## config.mk

```make
export PLATFORM = sky130hd
export DESIGN_NAME = noc_pkt_tx
export DESIGN_NICKNAME = d
export VERILOG_FILES = /design/src/rtl/noc_pkt_pkg.sv /design/src/rtl/noc_pld_fifo.sv /design/src/rtl/noc_pkt_tx.sv
export SDC_FILE = /design/constraint.sdc
export NUM_CORES = 1
export LEC_CHECK = 0
export CAP_MARGIN = 30
export CORE_MARGIN = 5
export CORE_UTILIZATION = 55
export DETAILED_ROUTE_END_ITERATION = 16
export PLACE_DENSITY = 0.77
export SYNTH_ARGS = -nofsm -noshare
export SYNTH_HDL_FRONTEND = slang
export SYNTH_SLANG_ARGS = --single-unit
```

## constraint.sdc

```tcl
create_clock -name clk_line -period 5.05 [get_ports clk_line]
set_input_delay 0.505 -clock clk_line [delete_from_list [all_inputs] [get_ports clk_line]]
set_output_delay 0.505 -clock clk_line [all_outputs]
set_load 0.03 [all_outputs]
```

## src/rtl/noc_pkt_pkg.sv

```systemverilog
// Shared types and header field layout for the NoC output-side packetizer.
package noc_pkt_pkg;

    typedef enum logic [1:0] {
        IDLE = 2'd0,
        HDR  = 2'd1,
        DATA = 2'd2
    } state_t;

    localparam int HDR_DEST_LSB = 24;
    localparam int HDR_SRC_LSB  = 16;
    localparam int HDR_LEN_LSB  = 12;
    localparam int HDR_OFF_LSB  = 0;

    // Fields arrive zero-extended to 32 bits; dest_y sits directly above dest_x.
    function automatic logic [31:0] build_header(
        input logic [31:0] dest_y,
        input logic [31:0] dest_x,
        input logic [31:0] src,
        input logic [31:0] len,
        input logic [31:0] offset,
        input int          xy_sz
    );
        return (dest_y << (HDR_DEST_LSB + xy_sz))
             | (dest_x << HDR_DEST_LSB)
             | (src    << HDR_SRC_LSB)
             | (len    << HDR_LEN_LSB)
             | (offset << HDR_OFF_LSB);
    endfunction

endpackage

```

## src/rtl/noc_pld_fifo.sv

```systemverilog
// Payload FIFO: 32-bit words, registered write, head visible the cycle after the write.
module noc_pld_fifo #(
    parameter int DEPTH = 8
) (
    input  logic                     clk_line,
    input  logic                     clk_line_rst_low,
    input  logic                     push,
    input  logic                     pop,
    input  logic [31:0]              din,
    output logic [31:0]              dout,
    output logic                     empty,
    output logic                     full,
    output logic [$clog2(DEPTH):0]   count
);
    localparam int AW = $clog2(DEPTH);
    localparam logic [AW:0] FULL_CNT = (AW + 1)'(DEPTH);

    logic [31:0]   r_mem [DEPTH];
    logic [AW-1:0] r_wr_ptr;
    logic [AW-1:0] r_rd_ptr;
    logic [AW:0]   r_count;
    logic          w_wr;
    logic          w_rd;

    assign w_wr  = push & ~full;
    assign w_rd  = pop & ~empty;
    assign empty = (r_count == '0);
    assign full  = (r_count == FULL_CNT);
    assign count = r_count;
    assign dout  = r_mem[r_rd_ptr];

    // Power-of-two depth lets the pointers wrap by plain overflow.
    always_ff @(posedge clk_line or negedge clk_line_rst_low) begin
        if (!clk_line_rst_low) begin
            r_wr_ptr <= '0;
            r_rd_ptr <= '0;
            r_count  <= '0;
        end else begin
            if (w_wr) r_wr_ptr <= r_wr_ptr + 1'b1;
            if (w_rd) r_rd_ptr <= r_rd_ptr + 1'b1;
            case ({w_wr, w_rd})
                2'b10:   r_count <= r_count + 1'b1;
                2'b01:   r_count <= r_count - 1'b1;
                default: r_count <= r_count;
            endcase
        end
    end

    always_ff @(posedge clk_line) begin
        if (w_wr) r_mem[r_wr_ptr] <= din;
    end

endmodule

```

## src/rtl/noc_pkt_tx.sv

```systemverilog
// NoC packetizer: one header beat, then cmd_len+1 payload beats from the FIFO, TLAST on the last.
module noc_pkt_tx
    import noc_pkt_pkg::*;
#(
    parameter int XY_SZ      = 4,
    parameter int OFFSET_SZ  = 12,
    parameter int LEN_SZ     = 4,
    parameter int FIFO_DEPTH = 8
) (
    input  logic                 clk_line,
    input  logic                 clk_line_rst_low,
    input  logic [2*XY_SZ-1:0]   HsrcId,
    input  logic                 cmd_valid,
    output logic                 cmd_ready,
    input  logic [XY_SZ-1:0]     cmd_dest_x,
    input  logic [XY_SZ-1:0]     cmd_dest_y,
    input  logic [OFFSET_SZ-1:0] cmd_offset,
    input  logic [LEN_SZ-1:0]    cmd_len,
    input  logic                 pld_valid,
    output logic                 pld_ready,
    input  logic [31:0]          pld_data,
    input  logic                 stream_out_TREADY,
    output logic                 stream_out_TVALID,
    output logic [31:0]          stream_out_TDATA,
    output logic [3:0]           stream_out_TKEEP,
    output logic                 stream_out_TLAST,
    output logic                 busy,
    output logic [15:0]          pkt_count
);
    generate
        if (4 * XY_SZ + LEN_SZ + OFFSET_SZ != 32) begin : g_bad_width
            $error("noc_pkt_tx: 4*XY_SZ + LEN_SZ + OFFSET_SZ must equal 32");
        end
        if (OFFSET_SZ != HDR_LEN_LSB || LEN_SZ != HDR_SRC_LSB - HDR_LEN_LSB) begin : g_bad_layout
            $error("noc_pkt_tx: field widths do not match the header bit positions");
        end
        if (FIFO_DEPTH < 2 || (FIFO_DEPTH & (FIFO_DEPTH - 1)) != 0) begin : g_bad_depth
            $error("noc_pkt_tx: FIFO_DEPTH must be a power of 2");
        end
    endgenerate

    state_t                    r_state;
    logic [31:0]               r_hdr;
    logic [LEN_SZ-1:0]         r_len;
    logic [LEN_SZ-1:0]         r_cnt;
    logic [15:0]               r_pkt_count;
    logic                      r_live;

    logic                      w_push;
    logic                      w_pop;
    logic [31:0]               w_fifo_dout;
    logic                      w_empty;
    logic                      w_full;
    logic [$clog2(FIFO_DEPTH):0] w_count;
    logic                      w_in_hdr;
    logic                      w_data_valid;
    logic                      w_last;
    logic                      w_cmd_fire;

    noc_pld_fifo #(
        .DEPTH (FIFO_DEPTH)
    ) u_fifo (
        .clk_line         (clk_line),
        .clk_line_rst_low (clk_line_rst_low),
        .push             (w_push),
        .pop              (w_pop),
        .din              (pld_data),
        .dout             (w_fifo_dout),
        .empty            (w_empty),
        .full             (w_full),
        .count            (w_count)
    );

    // r_live keeps the ready outputs low while reset is held and until the first edge after release.
    assign cmd_ready    = r_live & (r_state == IDLE);
    assign pld_ready    = r_live & ~w_full;
    assign w_push       = pld_valid & pld_ready;
    assign w_cmd_fire   = cmd_valid & cmd_ready;

    assign w_in_hdr     = (r_state == HDR);
    assign w_data_valid = (r_state == DATA) & ~w_empty;
    assign w_last       = w_data_valid & (r_cnt == r_len);
    assign w_pop        = w_data_valid & stream_out_TREADY;

    assign stream_out_TVALID = w_in_hdr | w_data_valid;
    assign stream_out_TDATA  = w_in_hdr ? r_hdr : (w_data_valid ? w_fifo_dout : 32'h0);
    assign stream_out_TKEEP  = {4{stream_out_TVALID}};
    assign stream_out_TLAST  = w_last;
    assign busy              = (r_state != IDLE);
    assign pkt_count         = r_pkt_count;

    always_ff @(posedge clk_line or negedge clk_line_rst_low) begin
        if (!clk_line_rst_low) begin
            r_state     <= IDLE;
            r_hdr       <= '0;
            r_len       <= '0;
            r_cnt       <= '0;
            r_pkt_count <= '0;
            r_live      <= 1'b0;
        end else begin
            r_live <= 1'b1;
            case (r_state)
                IDLE: begin
                    if (w_cmd_fire) begin
                        r_hdr   <= build_header(32'(cmd_dest_y), 32'(cmd_dest_x), 32'(HsrcId),
                                                32'(cmd_len), 32'(cmd_offset), XY_SZ);
                        r_len   <= cmd_len;
                        r_cnt   <= '0;
                        r_state <= HDR;
                    end
                end
                HDR: begin
                    if (stream_out_TREADY) r_state <= DATA;
                end
                DATA: begin
                    if (w_pop) begin
                        r_cnt <= r_cnt + 1'b1;
                        if (w_last) begin
                            r_state     <= IDLE;
                            r_pkt_count <= r_pkt_count + 16'd1;
                        end
                    end
                end
                default: r_state <= IDLE;
            endcase
        end
    end

endmodule

```

* Word-level counts from Yosys, hierarchy flattened *
Memory sizes are Yosys's and may differ from the RTL's.
Cells that the tools add are included.

word-level totals
  bits in registers = 69
  memories = 1
  input bits = 69
  output and inout bits = 57
  logic and storage cells = 64
  bits in writable memories = 256

cells by class
  bitwise logic cells = 16
  equality and inequality tests = 10
  reduce and logical (&&, ||, !) cells = 9
  multiplexer cells = 13
  add/sub/neg operators = 6

memory list
  memory        depth  width  rd ports  clocked after Yosys merged registers in  wr ports  RTL line            RTL
  u_fifo.r_mem  8      32     1         0                                        1         noc_pld_fifo.sv:18  logic [31:0] r_mem [DEPTH];

operators by type and width
  operator                                             count
  two-way mux 32 bit                                   2
  bitwise OR 32 x 12 -> 32 bit                         1
  bitwise OR 32 x 16 -> 32 bit                         1
  bitwise OR 32 x 24 -> 32 bit                         1
  bitwise OR 32 x 28 -> 32 bit                         1
  adder 16 x 1 -> 16 bit, second input constant        1
  one-hot mux 4 bit (2 select lines)                   2
  bitwise AND 1 bit                                    9
  adder 4 x 1 -> 4 bit, second input constant          2
  two-way mux 2 bit                                    4
  two-way mux 4 bit                                    2
  adder 3 x 1 -> 3 bit, second input constant          2
  inequality test 2 bit, second input constant         3
  one-hot mux 2 bit (3 select lines)                   1
  AND reduction 3 bit                                  2
  nonzero test 2 bit                                   3
  equality test 2 x 1 -> 1 bit, second input constant  2
  equality test 2 bit, second input constant           2
  equality test 4 bit                                  1
  equality test 4 bit, second input constant           1
  zero test 4 bit                                      1
  AND reduction 4 bit                                  1
  subtractor 4 x 1 -> 4 bit, second input constant     1
  zero test 2 bit                                      1
  5 further kinds                                      7

* Depth between registers and ports, before layout *
Gate-level depths: netlist of run 1.

  depth after elaboration = 7
  depth in mapped cells = 11
  mapped depth without buffers = 10

* By module *
Synthesis of run 1 repeated with hierarchy kept, for this count alone.

second synthesis, totals
  cell total of the unflattened synthesis = 729
  area total of the unflattened synthesis = 13,075.0 µm²

modules (own cells, without submodules)
  module        area each (µm²)  seq. area each (µm²)  instances  cells an instance
  noc_pld_fifo  10,372.4         7,937.6               1          437
  noc_pkt_tx    2,702.6          1,376.3               1          292

* Worst setup path after synthesis of run 1 *
No wires, ideal clock.

  path type = register -> register
  start = register u_fifo.r_count[0], in the netlist u_fifo.count[0]
  end = memory u_fifo.r_mem[0][0], enable pin
  library setup time = 461 ps
  cell stages (with the launch flop) = 6
  data required time = 4,589 ps
  arrival = 3,294 ps
  slack = 1,295 ps
  period minus slack after synthesis = 3,755 ps
  path buffers = 1
  cells stage by stage = dfrtp_1 or4b_1 and3_1 buf_6 or2b_1 nor3_1

on the way
  cells in the longest elaborated chain, start to end = 7

ends and longest elaborated chain
  item                                       RTL line                              RTL
  from (decl)                                noc_pld_fifo.sv:21                    logic [AW:0] r_count;
  from (signal assigned)                     noc_pld_fifo.sv:42                    2'b10: r_count <= r_count + 1'b1;
  from (signal assigned)                     noc_pld_fifo.sv:43                    2'b01: r_count <= r_count - 1'b1;
  from (signal assigned)                     noc_pld_fifo.sv:44                    default: r_count <= r_count;
  equality test 4 bit *                      noc_pld_fifo.sv:28                    assign full = (r_count == FULL_CNT);
  NOT 1 bit *                                noc_pld_fifo.sv:25, noc_pkt_tx.sv:76
  bitwise AND 1 bit                          noc_pkt_tx.sv:76                      assign pld_ready = r_live & ~w_full;
  bitwise AND 1 bit                          noc_pkt_tx.sv:77                      assign w_push = pld_valid & pld_ready;
  bitwise AND 1 bit *                        noc_pld_fifo.sv:25                    assign w_wr = push & ~full;
  two-way mux 1 bit *                        noc_pld_fifo.sv:50                    if (w_wr) r_mem[r_wr_ptr] <= din;
  two-way mux 1 bit (not written as such) *  noc_pld_fifo.sv:50
  to (decl)                                  noc_pld_fifo.sv:18

Every way passes the cells marked *; elsewhere a longest branch is shown, timed or not.

* Final worst setup path of run 1 *
  start = register u_fifo.r_rd_ptr[0]
  end = output port stream_out_TDATA[7]

on the way
  cells in the longest elaborated chain, start to end = 3

ends and longest elaborated chain
  item                             RTL line            RTL
  from (decl)                      noc_pld_fifo.sv:20  logic [AW-1:0] r_rd_ptr;
  from (signal assigned)           noc_pld_fifo.sv:40  if (w_rd) r_rd_ptr <= r_rd_ptr + 1'b1;
  memory read (8 x 32 bit)         -
  two-way mux 32 bit (2 in a row)  noc_pkt_tx.sv:86    assign stream_out_TDATA = w_in_hdr ? r_hdr : (w_data_valid ? w_fifo_dout : 32'h0);
  to (decl)                        noc_pkt_tx.sv:24    output logic [31:0] stream_out_TDATA,

Every way passes these cells.

==> metrics.md, run 1 <==
| Metric | Value |
|---|---|
| Compound-Gate Fraction of Synth Area | 1.75% |
| Latest clock arrival within the worst-skew pair | 0.52 ns |
| Root Driver | clkbuf_16 |
| Clock transition at path regs | 0.06 ns |
| Tightest Pin Transition | 0.896 ns |
| Fillcell total | 1606 |
| Final hold violations | 0 |
| Synth Area in XOR/XNOR | between 2 and 2.5% |
| Critical path's slowest cell | dfrtp_4 |
| DIE AREA | roughly 27000 um^2 |
| Outcome | completed |
| Synth top cells by count | edfxtp_1, nand2_1, dfrtp_1 |
| Avg Cell Area, Syn | around 17 um^2 |
| Port bufs | 125 |
| Mux share of post-synthesis cell area | 14.1% |
| Count of cell types in the netlist | 46 |
| Initial antenna violation count | 2 |
| Starting density of the core | between 50% and 60% |
| H-tree Lvls | 2 |
| Largest family of logic cells by synthesized area | multiplexers |
| Setup CP Type | flip-flop to output port |
| Crit-path max FO | 34 |
| Top cells by area, synth | edfxtp_1, dfrtp_1, mux4_2, nand2_1, mux2i_1 |
| Die H | 163 um |
| Ant. Diodes | 0 |
| Chip width | about 160 um |
| Register area share after synthesis | ~72% |
| Core area | 23300 um^2 |
| Leakage power figure | 5.55 nW |
| Required time of the critical path | between 4 and 5 ns |
| Post-route setup TNS | 0 ns |
| Power, Total | 8.44 mW |
| Count leader, synth | edfxtp_1 |
| DRT Pass-1 Iters | 5 |
| Main synth FF type | edfxtp_1 |
| Post-synth top area cell | edfxtp_1 |
| DRC Markers | 0 |
| Max-cap violations | 0 |
| Post-synth top area share | 59.7% |
| Synthesized net count | 826 |
| Boundary Pins | approximately 130 |
| PostCTS Resize Cnt | 0 |
| FFs w/ async S/R, synth | between 20% and 30% |
| CTS sink cnt | 321 |
| Data arrival, critical path | 3.32 ns |
| Largest net degree at the start of global routing | 38 |
| Worst-path cell chain | buf_12, mux4_2, mux2i_1, o21ai_0, clkdlybuf4s50_1 |
| Synth Area in Adders | 0.681% |
| Clk_skew | about 0.024 ns |
| RSZ-0062 raised after global routing | no |
| Ys Warns | 0 |
| VDD IR max | 374 uV |
| Mapped Cells | 750 |
| Max incr delay on CP | 0.88 ns |
| Endpoints failing setup | 0 |
| HP Class | input port to asynchronous set/reset pin |
| Count of pins over their slew limit | 0 |
| PD cells | about 540 nW/um^2 |
| Detail Placement HPWL | 16600 um |
| Total wire length | 28200 um |
| CTS tree | built |
| Longest Clk Path Bufs | 3 |
| Hold_buf cts | 0 |
| Synth-to-Final Area Change | 21.1% |
| First-pass GRT wire length | 43900 um |
| Synthesized area | 12900 um^2 |
| Final worst path period need | between 3 and 4 ns |
| Gp weighted congestion | 0.759 |
| Fraction of layout cells with a size suffix above 1 | between 15 and 20% |
| Simple-Gate Fraction of Synth Area | 6.99% |
| NumNets Final | 967 |
| CP endpoint kind | output port |
| Total CTS buffers | 34 |
| Worst slew margin | 40.1% |
| Via density | approximately 5.7 |
| Number of synthesized register bits | 321 |
| # rows | 56 |
| Avg WL per Cell | 22.8 um |
| Detailed-route via count | 7013 |
| Starting DRT DRC Count | 579 |
| Dpl cell area | 14500 um^2 |
| Post-synth EDFFs | 256 |
| Global route overflow | 0 |
| Maximum clock frequency | 261 MHz |
| Element type at the critical path start | flip-flop |
| Vias in the first global route | around 7400 |
| Final worst-path cycle share | 75.8% |
| Post-route ant nets | 0 |
| Final Cell Area | 15600 um^2 |
| Postcts setup bufs | 0 |
| Total GRT Usage | 22.0% |
==> layout by cell type (no fill, tap or decap), drive strengths merged, types with 3 or more instances in the layout <==
cell / instances
edfxtp: 256
xnor2: 13
o21ai: 35
ha: 7
mux2: 4
nand2b: 4
nor4: 3
and3: 3
clkinv: 15
mux2i: 32
clkdlybuf4s50: 124
inv: 12
nand4: 3
xor2: 17
nor3: 12
buf: 21
nand2: 138
mux4: 64
dfrtp: 65
clkbuf: 43
nor2: 14
nand3: 9
==> power breakdown <==
part,total [mW],leakage [nW],internal (mW),switching (mW)
Clock,2.29,0.498,1.30,0.988
Combinational,2.58,1.94,1.20,1.38
Sequential,3.57,3.12,3.21,0.358
==> critical path: cells and delay by family, from the launching register on <==
family / cells / cell delay (ns)
AOI/OAI and AO/OA: 1 / 0.12
buffers and inverters: 2 / 0.97
DFF: 1 / 0.88
muxes: 2 / 0.81
==> worst paths after layout <==
path	from	endpoint	slack, ns	cells after the start
worst max-delay path	u_fifo.r_rd_ptr[0]	stream_out_TDATA[7]	1.22	5
worst min-delay path	clk_line_rst_low	pkt_count[10]	0.33	2
worst max register to register	u_fifo.count[1]	u_fifo.count[2]	2.24	10
worst min register to register	pkt_count[15]	pkt_count[15]	0.46	1
max in group asynchronous	clk_line_rst_low	u_fifo.r_rd_ptr[0]	3.80	4
min in group clk_line	pkt_count[15]	pkt_count[15]	0.46	1
==> area by class of cell <==
cell class,count,area (um^2),area share (%)
clock buffers,43,885,5.68
clock inverters,19,133,0.851
inverters,10,37.5,0.241
multi-input cells,378,3350,21.5
flip-flops and latches,321,9320,59.8
well taps,319,399,2.56
repair buffers,146,1460,9.35
==> kinds of logic after synthesis <==
logic type / Yosys count
mux: 100
xor+xnor: 30
fa+ha+maj: 7
flops: 321
buf+inv: 51
simple gates: 198
other cells: 1
compound gates: 42
==> per-layer routing <==
metal / track usage [%] / routed length [um] / vias up
met3: 4.48 / 1850 / 38
met1: 30.7 / 11700 / 3601
met5: 0 / 34 / -
li1: - / - / 3121
met2: 36.5 / 14200 / 249
met4: 4.96 / 433 / 4
==> per-stage QoR <==
| stage | hold WS [ns] | worst slack, ns | utilization (%) | cells |
|---|---|---|---|---|
| 3_3_place_gp | 0.457 | 1.76 | 62.4 | 1171 |
| 4_1_cts | 0.176 | 1.15 | 66.8 | 1233 |
| 2_1_floorplan | 0.209 | 1.30 | - | 750 |
| 3_5_place_dp | 0.462 | 1.73 | 62.4 | 1171 |
| 5_1_grt | 0.350 | 0.985 | 67.0 | 1236 |
| 6_report | 0.333 | 1.22 | 67.0 | 1236 |
==> registers in the layout (all words and copies together) (netlist names), 2 cells and up <==
name             count
r_state              2
r_cnt                4
u_fifo.r_wr_ptr      3
u_fifo.count         4
r_hdr               32
u_fifo.r_rd_ptr      3
u_fifo.r_mem       256
pkt_count           16
(Power assumes the default switching activity.)
==> inputs of run 2 (changes only) <==
--- a/config.mk
+++ b/config.mk
@@ -7,9 +7,9 @@
 export LEC_CHECK = 0
 export CAP_MARGIN = 30
 export CORE_MARGIN = 5
-export CORE_UTILIZATION = 55
+export CORE_UTILIZATION = 51
 export DETAILED_ROUTE_END_ITERATION = 16
-export PLACE_DENSITY = 0.77
+export PLACE_DENSITY = 0.75
 export SYNTH_ARGS = -nofsm -noshare
 export SYNTH_HDL_FRONTEND = slang
 export SYNTH_SLANG_ARGS = --single-unit
==> constraint.sdc (replaced) <==
create_clock -name clk_line -period 3.2 [get_ports clk_line]
set_input_delay 0.32 -clock clk_line [delete_from_list [all_inputs] [get_ports clk_line]]
set_output_delay 0.32 -clock clk_line [all_outputs]
set_load 0.03 [all_outputs]
==> run 2 against run 1 <==
  * Via count up 1.6%
  * Register-to-register slack worse by 1.7 ns
  * Global-route usage down 1.6 points
  * Final cell count up 2.8%
  * Worst hold slack worse by 0.00078 ns
  * Largest cell class unchanged
==> metrics.md, run 2 (synthesized netlist as in run 1, its figures left out) <==
| Metric | Value |
|---|---|
| # rows | 58 (+3.6%) |
| Clock transition at path regs | 0.06 ns (about the same) |
| Starting DRT DRC Count | 674 (+16%) |
| Power, Total | 13.7 mW (+63%) |
| Detail Placement HPWL | 17700 um (+6.5%) |
| First-pass GRT wire length | 44100 um (+0.41%) |
| DIE AREA | 28500 um^2 (+7.4%) |
| Largest net degree at the start of global routing | 66 (+74%) |
| Leakage power figure | 5.75 nW (+3.6%) |
| Final worst path period need | 3.08 ns |
| Total CTS buffers | 34 (unchanged) |
| CP endpoint kind | output port |
| Final Cell Area | 16000 um^2 (+2.4%) |
| Top reg by flops | u_fifo.r_mem |
| Die H | 169 um (+3.6%) |
| Setup CP Type | flip-flop to output port |
| Chip width | 169 um (+3.6%) |
| Largest register FFs | 256 (unchanged) |
| Final hold violations | 0 (unchanged) |
| NumNets Final | 992 (+2.6%) |
| Crit-path max FO | 26 (-24%) |
| Avg WL per Cell | 22.3 um (-2.4%) |
| Endpoints failing setup | 0 (unchanged) |
| Root Driver | clkbuf_16 |
| Min Hold Slack | 0.332 ns (-0.000777 ns) |
| Area of the multi-input gates | 3400 um^2 (+1.5%) |
| Boundary Pins | 126 (unchanged) |
| Gp weighted congestion | 0.734 (-3.3%) |
| Final worst-path cycle share | 96.4% |
| Count of pins over their slew limit | 0 (unchanged) |
| Core area | 25000 um^2 (+7.6%) |
| RSZ-0062 raised after global routing | no |
| Fillcell total | 1719 (+7.0%) |
| Element type at the critical path start | flip-flop |
| Max-cap violations | 0 (unchanged) |
| PD cells | 860 nW/um^2 (+59%) |
| CTS sink cnt | 321 (unchanged) |
| Most frequent cells in the layout | edfxtp_1, nand2_1, clkdlybuf4s50_1 |
| Outcome | completed |
| Port bufs | 125 (unchanged) |
| Synth-to-Final Area Change | 24.0% |
| DRC Markers | 0 (unchanged) |
| Ant. Diodes | 0 (unchanged) |
| Maximum clock frequency | around 320 MHz |
| Vias in the first global route | 7455 (+1.4%) |
| Post-route ant nets | 0 (unchanged) |
| Dpl cell area | 14700 um^2 (+1.3%) |
| Clk_skew | 0.0181 ns (-0.00577 ns) |
| VDD IR max | 581 uV (+55%) |
| Latest clock arrival within the worst-skew pair | 0.51 ns (about the same) |
| Worst slew margin | 54.4% (+14 points) |
| Data arrival, critical path | 2.76 ns (-0.56 ns) |
| Via density | 5.61 (-1.2%) |
| Initial antenna violation count | 3 (+1) |
| H-tree Lvls | 2 (unchanged) |
| Commonest non-fill, non-tap cell in the layout | edfxtp_1 |
| Post-route setup TNS | 0 ns (unchanged) |
| Longest Clk Path Bufs | 3 (unchanged) |
| Total GRT Usage | 20.4% (-1.6 points) |
| CTS tree | built |
| DRT Pass-1 Iters | 5 (unchanged) |
| Global route overflow | 0 (unchanged) |
| Tightest Pin Transition | 0.682 ns (-0.214 ns) |
| Total wire length | 28300 um (+0.29%) |
| Fraction of layout cells with a size suffix above 1 | 19.6% (+2.7 points) |
| Starting density of the core | 51.4% (-3.9 points) |
| Required time of the critical path | 2.88 ns (-1.67 ns) |
| Sequential Area | 9320 um^2 (about the same) |
| HP Class | input port to flip-flop |
| Detailed-route via count | 7123 (+1.6%) |
run 2: cell count changes in the layout (fill, tap and decap cells not counted), moves of 4 or more:
cell / before / now
clkinv_2: 7 / 3
buf_12: 4 / 9
clkinv_1: 7 / 3
clkbuf_8: 0 / 5
buf_4: 16 / 34
run 2: layer usage:
layer,global-route usage (%),share of wire [%]
met5,0,0.13
met4,4.73,1.6
met2,34.1,50
met3,3.83,6.4
met1,28.2,42
run 2: where the power goes:
group	internal, mW	leakage (nW)	total, mW	switching [mW]
logic	2.12	2.12	4.57	2.45
clock network	2.14	0.515	3.66	1.52
registers	5.08	3.12	5.50	0.417
total	9.34	5.75	13.7	4.39
run 2: final timing paths:
path / start / end / slack, ns / depth (start not counted)
setup / recovery: u_fifo.r_rd_ptr[0] / stream_out_TDATA[8] / 0.12 / 5
hold / removal: cmd_offset[4] / r_hdr[4] / 0.33 / 3
setup reg to reg: u_fifo.count[1] / u_fifo.count[2] / 0.50 / 10
hold reg to reg: pkt_count[15] / pkt_count[15] / 0.47 / 1
max in group asynchronous: clk_line_rst_low / u_fifo.r_rd_ptr[0] / 2.51 / 3
min in group asynchronous: clk_line_rst_low / r_hdr[24] / 0.37 / 3
run 2: worst max-delay path, cell delays in order, from the launching register on:
cell and delay [ns]:
dfrtp_4 0.49, buf_12 0.25, mux4_2 0.53, mux2i_1 0.23, o21ai_0 0.13, clkdlybuf4s50_1 0.61
run 2: final cells by class:
class	count	share of cell area [%]
Clock buffer	51	6.18
Multi-Input combinational cell	379	21.3
Sequential cell	321	58.4
Timing Repair Buffer	170	10.8
Inverter	10	0.235
Tap cell	330	2.59
Clock inverter	9	0.423
run 2: through the flow:
stage / setup WS [ns] / util [%] / std cells
after CTS: 0.0526 / 63.4 / 1267
after global placement: 0.409 / 58.7 / 1197
after detailed placement: 0.309 / 58.7 / 1197
final: 0.116 / 63.7 / 1270
after global routing: 0.0141 / 63.7 / 1270
after floorplan: 0.305 / - / 750
run 2: repair_timing:
action / in CTS / in global routing
gates resized for setup: 5 / 3
endpoints found under the hold margin: 65 / 0
setup endpoints to repair: 38 / 7
cloned: 1 / 0
pin swaps: 2 / 0
hold buffers: 1 / 0
buffers inserted: 8 / 2
